File: config.mk
export PLATFORM = sky130hd
export DESIGN_NAME = aes_run_sequencer
export DESIGN_NICKNAME = d
export VERILOG_FILES = /design/src/rtl/aes_run_sequencer.sv
export SDC_FILE = /design/constraint.sdc
export NUM_CORES = 1
export LEC_CHECK = 0
export CORE_AREA = 8 8 404 406
export DETAILED_ROUTE_END_ITERATION = 6
export DIE_AREA = 0 0 412 414
export GPL_TIMING_DRIVEN = 0
export PLACE_DENSITY = 0.3
export SYNTH_ARGS = -nofsm -noshare
export SYNTH_HDL_FRONTEND = slang
export SYNTH_SLANG_ARGS = --single-unit
File: constraint.sdc
create_clock -name clk -period 2.2 [get_ports clk]
set_input_delay 0.33 -clock clk [delete_from_list [all_inputs] [get_ports clk]]
set_output_delay 0.33 -clock clk [all_outputs]
set_load 0.01 [all_outputs]
File: src/rtl/aes_run_sequencer.sv
// aes_run_sequencer
//   Run sequencer for the AES top level. One run is started with a start
//   pulse on a selected key-size channel. The run then presents the
//   plaintext, the encrypt result and the decrypt result in turn on out_data.
//   Each of the encrypt and decrypt steps lasts Nr(ch)+1 cycles.
//   Channel c (1..NCH) uses Nr(c) = NR_BASE + NR_STEP*(c-1).
//
// Ports
//   clk         single clock, rising edge
//   reset       synchronous, active-high
//   sel         channel select, 0 = idle/blank, values above NCH read as 0
//   start       single-cycle run request
//   msg_in      plaintext message
//   enc_in      packed encrypt results, channel c at [(c-1)*DATA_W +: DATA_W]
//   dec_in      packed decrypt results, same packing
//   byte_sel    display byte index, 0 = out_data[7:0]
//   core_reset  restart pulse to the enc/dec cores (also high during reset)
//   out_data    registered output word
//   out_byte    byte byte_sel of out_data (combinational)
//   phase       0 IDLE, 1 LOAD, 2 ENC, 3 DEC/HOLD
//   busy        high in LOAD, ENC, DEC
//   done        high in HOLD
//   match       decrypt self-check result
//
// Build option
//   AES_SEQ_VERIFY_EN  when defined, the final decrypt word is compared with
//                      the message latched in LOAD and the result is shown
//                      on match while in HOLD. When undefined, match is 0.
//
// state  | meaning
// -------+-----------------------------------------------------------
// IDLE   | blank output, waiting for start with a valid sel
// LOAD   | one cycle: present msg_in, pulse core_reset, arm the timer
// ENC    | present enc_in[ch] for Nr(ch)+1 cycles
// DEC    | present dec_in[ch] for Nr(ch)+1 cycles
// HOLD   | keep tracking dec_in[ch], done high, start re-runs
module aes_run_sequencer #(
  parameter int DATA_W  = 128,
  parameter int NCH     = 3,
  parameter int NR_BASE = 10,
  parameter int NR_STEP = 2,
  localparam int SEL_W  = $clog2(NCH + 1),
  localparam int NBYTES = DATA_W / 8,
  localparam int BSEL_W = (NBYTES > 1) ? $clog2(NBYTES) : 1,
  localparam int NR_MAX = NR_BASE + NR_STEP * (NCH - 1),
  localparam int CNT_W  = $clog2(NR_MAX + 2)
) (
  input  logic                  clk,
  input  logic                  reset,
  input  logic [SEL_W-1:0]      sel,
  input  logic                  start,
  input  logic [DATA_W-1:0]     msg_in,
  input  logic [NCH*DATA_W-1:0] enc_in,
  input  logic [NCH*DATA_W-1:0] dec_in,
  input  logic [BSEL_W-1:0]     byte_sel,
  output logic                  core_reset,
  output logic [DATA_W-1:0]     out_data,
  output logic [7:0]            out_byte,
  output logic [1:0]            phase,
  output logic                  busy,
  output logic                  done,
  output logic                  match
);

  typedef enum logic [2:0] {
    S_IDLE,
    S_LOAD,
    S_ENC,
    S_DEC,
    S_HOLD
  } state_t;

  state_t             state;
  state_t             state_nxt;
  logic [SEL_W-1:0]   ch;
  logic [SEL_W-1:0]   sel_v;
  logic [CNT_W-1:0]   cnt;
  logic [CNT_W-1:0]   cnt_nxt;
  logic [CNT_W-1:0]   nr_ch;
  logic [DATA_W-1:0]  enc_sel;
  logic [DATA_W-1:0]  dec_sel;
  logic [DATA_W-1:0]  data_nxt;
  logic               abort;
  logic               core_reset_q;

  // Out-of-range selects behave exactly like sel = 0.
  always_comb begin
    sel_v = sel;
    if (sel > SEL_W'(NCH)) sel_v = '0;
  end

  // Per-channel round count and data slices for the latched channel.
  always_comb begin
    nr_ch   = '0;
    enc_sel = '0;
    dec_sel = '0;
    for (int c = 0; c < NCH; c++) begin
      if (ch == SEL_W'(c + 1)) begin
        nr_ch   = CNT_W'(NR_BASE + NR_STEP * c);
        enc_sel = enc_in[c*DATA_W +: DATA_W];
        dec_sel = dec_in[c*DATA_W +: DATA_W];
      end
    end
  end

  // Step timer is a down-counter loaded with Nr(ch); each of ENC and DEC
  // ends on the cycle it reads zero, giving Nr(ch)+1 cycles per step.
  always_comb begin
    state_nxt = state;
    cnt_nxt   = cnt;
    abort     = (state != S_IDLE) && (sel_v != ch);
    case (state)
      S_IDLE: begin
        if (start && (sel_v != '0)) state_nxt = S_LOAD;
      end
      S_LOAD: begin
        state_nxt = S_ENC;
        cnt_nxt   = nr_ch;
      end
      S_ENC: begin
        if (cnt == '0) begin
          state_nxt = S_DEC;
          cnt_nxt   = nr_ch;
        end else begin
          cnt_nxt = cnt - CNT_W'(1);
        end
      end
      S_DEC: begin
        if (cnt == '0) state_nxt = S_HOLD;
        else           cnt_nxt   = cnt - CNT_W'(1);
      end
      S_HOLD: begin
        // sel_v == ch here unless aborting, so a start is always valid.
        if (start) state_nxt = S_LOAD;
      end
      default: state_nxt = S_IDLE;
    endcase
    // A channel change wins over everything, including a start.
    if (abort) begin
      state_nxt = S_IDLE;
      cnt_nxt   = '0;
    end
  end

  // HOLD presents the same word as DEC, following the live decrypt output.
  always_comb begin
    data_nxt = '0;
    case (state_nxt)
      S_LOAD:         data_nxt = msg_in;
      S_ENC:          data_nxt = enc_sel;
      S_DEC, S_HOLD:  data_nxt = dec_sel;
      default:        data_nxt = '0;
    endcase
  end

  // Outputs are registered from the next state so they line up with the
  // state they describe on the same edge.
  always_ff @(posedge clk) begin
    if (reset) begin
      state        <= S_IDLE;
      ch           <= '0;
      cnt          <= '0;
      out_data     <= '0;
      phase        <= 2'd0;
      busy         <= 1'b0;
      done         <= 1'b0;
      core_reset_q <= 1'b1;
    end else begin
      state    <= state_nxt;
      cnt      <= cnt_nxt;
      out_data <= data_nxt;
      if (state_nxt == S_LOAD) ch <= sel_v;
      case (state_nxt)
        S_LOAD:        phase <= 2'd1;
        S_ENC:         phase <= 2'd2;
        S_DEC, S_HOLD: phase <= 2'd3;
        default:       phase <= 2'd0;
      endcase
      busy         <= (state_nxt == S_LOAD) || (state_nxt == S_ENC) ||
                      (state_nxt == S_DEC);
      done         <= (state_nxt == S_HOLD);
      core_reset_q <= (state_nxt == S_LOAD);
    end
  end

  // The cores must also see a restart while reset itself is high.
  assign core_reset = core_reset_q | reset;

  always_comb begin
    out_byte = '0;
    for (int b = 0; b < NBYTES; b++) begin
      if (byte_sel == BSEL_W'(b)) out_byte = out_data[b*8 +: 8];
    end
  end

`ifdef AES_SEQ_VERIFY_EN
  logic [DATA_W-1:0] msg_q;

  always_ff @(posedge clk) begin
    if (reset) begin
      msg_q <= '0;
      match <= 1'b0;
    end else begin
      if (state_nxt == S_LOAD) msg_q <= msg_in;
      if ((state == S_DEC) && (state_nxt == S_HOLD))
        match <= (dec_sel == msg_q);
      else if (state_nxt != S_HOLD)
        match <= 1'b0;
    end
  end
`else
  assign match = 1'b0;
`endif

endmodule

==> run metrics, run 1 <==
IO Pins=1047; drt total wl=between 150000 and 200000 um; TritonRoute pass-1 iters=5; Seq/Total Area, Yosys=0.2107; register bit count reported by yosys=142; Max Root-Sink Buffers=2; CTS tree=yes; FF-to-FF path depth=10; Final Slew Violations=0; Post-Syn Instances=1492; RSZ-0062 raised after global routing=true; worst rel slew slack=0.5014; initial core utilization=0.08587; maximum vdd drop=~0.56 mV; Placement Setup Slack=-2.635 ns; post-route DRC violation count=0; WHS Path Cells=2; Crit-path slowest cell=or4b_4; design area=slightly above 30000 um^2; initial antenna violation count=between 40 and 50; Worst Hold Class=register to register; routability cong.=0.8176; grt ovf=0; Syn Nets=2399; Area after DPL=26680 um^2; Crit Reg-Reg Endpoint=out_data[43]; Root Driver=clkbuf_16; # nets final=between 3000 and 4000; Synth Cell Area=between 10000 and 15000 um^2; 1st-iter DRT viols=916; Vias/cell=roughly 3.8; total track usage=0.1763; Site Rows=approximately 150; htree depth=4; core area=between 150000 and 200000 um^2; number of synthesized flops with an enable pin=0; worst endpoint required time=2.61 ns; Final Skew=approximately 0.0099 ns; antenna-violating nets left=0; Power Total=approximately 12 mW; top achievable clock speed=between 0.3 and 0.4 GHz; IO buf count=around 1000; largest net degree at the start of global routing=17; Critical Path Start Type=register; Num CTS Buffers=17; Crit Path Max Fanout=6; setup violators final=137; Worst Hold End=cnt[1]; Pwr per Cell Area=373.4 nW/um^2; Leakage=around 9.7 nW; Final Cycle Share=1.142; Area growth syn-to-layout=128.3%; post-synthesis async set-or-reset flop share=0; Die Ht=414 um; WHS=approximately 0.48 ns; CP max stage delay=0.53 ns; syn_area_per_cell=roughly 9 um^2; Tmin final=between 2 and 3 ns; Synth Warn #=0; Max Cap Viol=0; drt wl/cell=~33 um; top_reg_cell synth=dfxtp_1; Yosys cell types=64; Crit. End Element=register; Fill cells=roughly 18000; PnR worst setup slack=-0.3123 ns; r2r setup slk=-0.31 ns; via count=17960; Arr. time, crit path=2.93 ns; endpoints failing hold=0; failing checks=setup timing; layout cells sized above 1=0.3421; Post-DP HPWL=136700 um; clk sinks=around 140; HP Start=cnt[1]; Critical R2R Launch=cnt[1]; outcome=complete, but fails checks; Post-CTS Hold Fix Bufs=0; die footprint=approximately 170000 um^2; die width=412 um; kind of critical path=register to register; CP cell instances=inv_2 > ha_4 > or3b_4 > or4b_4 > a21oi_4 > o21ai_4 > buf_12 > buf_16 > buf_12 > a21oi_4; Slew @ Worst Pin=between 0.7 and 0.8 ns; clock transition at the registers of the reported paths=roughly 0.07 ns; vias in the first global route=between 15000 and 20000; clock latency on the worst-skew pair=0.50 ns; first-pass GRT wire length=200300 um
area by class of cell:
class | instances | area [um^2] | area share
multi-input cells | 1141 | 11360 | 0.3689
flip-flops and latches | 142 | 2910 | 0.09448
inverters | 8 | 30.03 | 0.0009748
clock buffers | 19 | 432.9 | 0.01405
repair buffers | 1114 | 11520 | 0.3741
clock inverters | 12 | 162.7 | 0.005280
diodes | 21 | 52.55 | 0.001706
well taps | 2072 | 2592 | 0.08416
plain buffers | 195 | 1735 | 0.05634
metal layers:
layer / share of wire / GRT usage / vias up
met3: 0.069 / 0.04987 / 116
met2: 0.51 / 0.3169 / 729
met1: 0.40 / 0.2046 / 8800
met4: 0.024 / 0.04448 / 16
met5: 0.00066 / 0 / -
li1: - / - / 8298
worst max-delay path: cells and delay by family (launching register included):
| kind | cells | cell delay (ns) |
|---|---|---|
| and+or+nand+nor | 2 | 0.90 |
| AOI/OAI and AO/OA | 3 | 0.46 |
| DFF | 1 | 0.33 |
| adders and majority gates | 1 | 0.13 |
| buffers and inverters | 4 | 0.58 |
stage by stage:
step / utilization / cells / setup TNS [ns]
floorplan: - / 1492 / 0
global placement: 0.1688 / 4607 / -301.30
detailed placement: 0.1698 / 4613 / -204.68
CTS: 0.1911 / 4700 / -29.72
global route: 0.1959 / 4714 / -34.54
finish: 0.1961 / 4724 / -23.79
synthesized netlist by cell type (4+ instances only):
cell type  count  area [um^2]
mux2i_1       15        150.1
buf_6          4        45.04
nand2_1       15        56.30
a21oi_2      120         1051
inv_1          8        30.03
nand2b_1      12        75.07
a31oi_1        7        43.79
o21ai_0       15        75.07
dfxtp_1      142         2843
a21oi_1       35        175.2
or2_2          4        25.02
mux4_2        12        270.3
nor2_1        33        123.9
buf_2         33        165.2
clkbuf_1     131        491.7
buf_12        11        220.2
a211oi_1       6        45.04
a22o_1       131         1147
nor3_1       138        690.7
nor2b_1       10        62.56
buf_1         21        78.83
nand3_1        4        20.02
mux2_2       261         2939
a221oi_1     129         1130
a22oi_1      133        998.5
worst max path at each step:
stage                 startpoint      endpoint  slack (ns)  cells after the start
CTS                 out_data[24]   out_byte[0]       -0.39                      5
global placement     byte_sel[0]   out_byte[5]       -3.23                      8
finish                    cnt[1]  out_data[43]       -0.31                     10
floorplan            byte_sel[1]   out_byte[4]        0.02                      6
detailed placement   byte_sel[0]   out_byte[4]       -2.63                      9
global route         out_data[0]   out_byte[0]       -0.38                      5
flip-flops by register name, summed over array words and instances (netlist names):
signal        count
out_data        128
ch                2
phase             2
done              1
core_reset_q      1
cnt               4
busy              1
state             3
where the power goes:
| group | switching, mW | total [mW] | internal [mW] |
|---|---|---|---|
| Clock | 1.49 | 3.28 | 1.79 |
| Combinational | 2.50 | 5.50 | 3.00 |
| Sequential | 0.0905 | 2.72 | 2.63 |
layout by cell type, fill, tap and decap left out, drive strengths merged, types with 15 or more instances in the layout:
master	count
clkdlybuf4s50	1031
mux2	261
a21oi	157
buf	147
clkbuf	147
dfxtp	142
nor3	138
a22oi	133
a22o	131
a221oi	129
nor2	33
diode	21
o21ai	18
nand2	15
mux2i	15
kinds of logic (layout without fill, tap and decap cells):
group / count (synthesis) / after routing / synth area share
flops: 142 / 142 / 0.2107
buf+inv: 209 / 1348 / 0.07698
other cells: 1 / 22 / 0.0002780
xor+xnor: 2 / 2 / 0.001299
compound gates: 614 / 614 / 0.3712
mux: 288 / 288 / 0.2490
fa+ha+maj: 2 / 2 / 0.001855
simple gates: 234 / 234 / 0.08867
timing repair:
action,CTS,global route
pin swaps,113,56
endpoints found under the setup margin,161,145
buffers inserted,47,10
gates resized for setup,572,168
gates cloned,14,1
hold endpoints to repair,0,0
No activity file was read; power rests on OpenSTA's default activity.
==> run 2, diff against run 1 <==
--- a/config.mk
+++ b/config.mk
@@ -5,9 +5,9 @@
 export SDC_FILE = /design/constraint.sdc
 export NUM_CORES = 1
 export LEC_CHECK = 0
-export CORE_AREA = 8 8 404 406
+export CORE_AREA = 8 8 398 400
 export DETAILED_ROUTE_END_ITERATION = 6
-export DIE_AREA = 0 0 412 414
+export DIE_AREA = 0 0 406 408
 export GPL_TIMING_DRIVEN = 0
 export PLACE_DENSITY = 0.3
 export SYNTH_ARGS = -nofsm -noshare
==> run 2 against run 1 <==
Net effect: the flow still finishes with violations (setup timing); maximum frequency up 0.88%; cell count down 0.85%; sequential share of layout area up 0.24 points; first-iteration DRC count down 5.5%; largest power group unchanged; critical path type unchanged; clock power up 8.2%; critical endpoint is now out_data[71]; sequential power about the same.
==> run metrics, run 2 (synthesis results as in run 1) <==
outcome=complete, but fails checks (unchanged); failing checks=setup timing (unchanged); clock transition at the registers of the reported paths=0.08 ns (was 0.07 ns); drt wl/cell=33.03 um (was 33.37 um); layout cells sized above 1=0.3379 (was 0.3421); drt total wl=154700 um (was 157700 um); Area growth syn-to-layout=125.0% (was 128.3%); Regs by FF count=out_data: 128 flops, cnt: 4 flops, state: 3 flops (unchanged); Num CTS Buffers=17 (unchanged); Tmin final=2.490 ns (was 2.512 ns); endpoints failing hold=0 (unchanged); worst rel slew slack=0.5078 (was 0.5014); clock latency on the worst-skew pair=0.50 ns (about the same); # nets final=3525 (was 3526); Largest Register=out_data (unchanged); die width=406 um (was 412 um); Crit Reg-Reg Endpoint=out_data[71] (was out_data[43]); RSZ-0062 raised after global routing=true (unchanged); CTS tree=yes (unchanged); Critical R2R Launch=cnt[1] (unchanged); first-pass GRT wire length=196300 um (was 200300 um); Fin Setup TNS=-20.63 ns (was -23.79 ns); antenna-violating nets left=0 (unchanged); Die Ht=408 um (was 414 um); Worst Hold Class=input port to register (was register to register); via count=17670 (was 17960); routability cong.=0.7829 (was 0.8176); Slew @ Worst Pin=0.7383 ns (was 0.7479 ns); initial core utilization=0.08840 (was 0.08587); Crit Path Max Fanout=7 (was 6); kind of critical path=register to register (unchanged); commonest non-fill, non-tap cells in the layout=clkdlybuf4s50_1, mux2_2, a22o_1 (unchanged); top achievable clock speed=0.4015 GHz (was 0.3980 GHz); Critical Path Start Type=register (unchanged); Power Total=11.61 mW (was 11.50 mW); Leakage=9.571 nW (was 9.657 nW); Final Cycle Share=1.132 (was 1.142); HP Start=msg_in[78] (was cnt[1]); Area after DPL=26660 um^2 (was 26680 um^2); fin util=0.1989 (was 0.1961); r2r setup slk=-0.29 ns (was -0.31 ns); IO buf count=1043 (unchanged); setup violators final=137 (unchanged); PnR worst setup slack=-0.2904 ns (was -0.3123 ns); htree depth=4 (unchanged); largest net degree at the start of global routing=17 (unchanged); clk sinks=142 (unchanged); maximum vdd drop=0.5920 mV (was 0.5616 mV); worst endpoint required time=2.59 ns (was 2.61 ns); design area=30360 um^2 (was 30800 um^2); Arr. time, crit path=2.88 ns (was 2.93 ns); initial antenna violation count=33 (was 45); core area=152600 um^2 (was 157100 um^2); Pwr per Cell Area=382.4 nW/um^2 (was 373.4 nW/um^2); Site Rows=144 (was 146); vias in the first global route=19970 (was 19840); Final Slew Violations=0 (unchanged); grt ovf=0 (unchanged); Vias/cell=3.772 (was 3.802); Final Skew=0.01352 ns (was 0.009901 ns); Root Driver=clkbuf_16 (unchanged); Max Cap Viol=0 (unchanged); 1st-iter DRT viols=866 (was 916); Worst Hold End=out_data[78] (was cnt[1]); post-route DRC violation count=0 (unchanged); Max Root-Sink Buffers=2 (unchanged); FF-to-FF path depth=9 (was 10); WHS Path Cells=3 (was 2); Post-DP HPWL=133600 um (was 136700 um); most common cell after layout, fill and taps aside=clkdlybuf4s50_1 (unchanged); TritonRoute pass-1 iters=4 (was 5); IO Pins=1047 (unchanged); die footprint=165600 um^2 (was 170600 um^2); Crit. End Element=register (unchanged); total track usage=0.1771 (was 0.1763); Largest register FFs=128 (unchanged)
run 2: cell types whose count changed in the layout (fill, tap and decap cells not counted), sizes merged, moves of 2 or more:
cell / delta
bufinv: +2
clkbuf: -2
clkdlybuf4s50: -3
diode: -12
dlygate4sd2: +4
run 2: per-layer routing:
layer  global-route usage  share of wire
met1               0.2064           0.41
met2               0.3129           0.50
met3              0.05145          0.066
met4              0.05087          0.029
met5                    0        0.00036
run 2: worst max path at each step:
stage | from | to | slack, ns
after global routing | cnt[1] | out_data[71] | -0.34
final | cnt[1] | out_data[71] | -0.29
after floorplan | byte_sel[1] | out_byte[4] | 0.02
after global placement | byte_sel[0] | out_byte[7] | -3.69
after CTS | out_data[2] | out_byte[2] | -0.37
after detailed placement | byte_sel[0] | out_byte[7] | -2.85
run 2: final cells by class:
cell class / count / area (um^2)
Multi-Input combinational cell: 1141 / 11110
Inverter: 8 / 30.03
Buffer: 199 / 1680
Timing Repair Buffer: 1109 / 11360
Tap cell: 2044 / 2557
Clock inverter: 14 / 231.5
Sequential cell: 142 / 2940
Antenna cell: 9 / 22.52
Clock buffer: 18 / 429.2
Fill cell: 16920 / 122200
run 2: report_power, final:
group	total (mW)	switching [mW]	internal [mW]
Combinational	5.34	2.41	2.93
Sequential	2.72	0.101	2.62
Clock	3.55	1.51	2.04
Total	11.6	4.02	7.59
run 2: critical path, stage by stage (launching register included):
cell and delay (ns):
dfxtp_2 0.33, inv_2 0.07, ha_4 0.12, or3b_4 0.37, or4b_4 0.50, a21oi_4 0.18
o21ai_4 0.17, buf_12 0.21, buf_12 0.16, a21oi_4 0.26
run 2: metrics by stage:
stage / worst slack [ns] / hold WS [ns] / instances
6_report: -0.2904 / 0.4976 / 4684
5_1_grt: -0.3413 / 0.4585 / 4678
4_1_cts: -0.3706 / 0.4319 / 4675
3_5_place_dp: -2.847 / 0.4831 / 4585
3_3_place_gp: -3.689 / 0.4776 / 4579
2_1_floorplan: 0.01797 / 0.4450 / 1492
run 2: repair_timing:
action	in CTS	in global routing
hold buffers	0	0
resized for setup	521	165
cloned	10	4
pin swaps	102	67
setup buffers	49	8
endpoints found under the setup margin	168	141
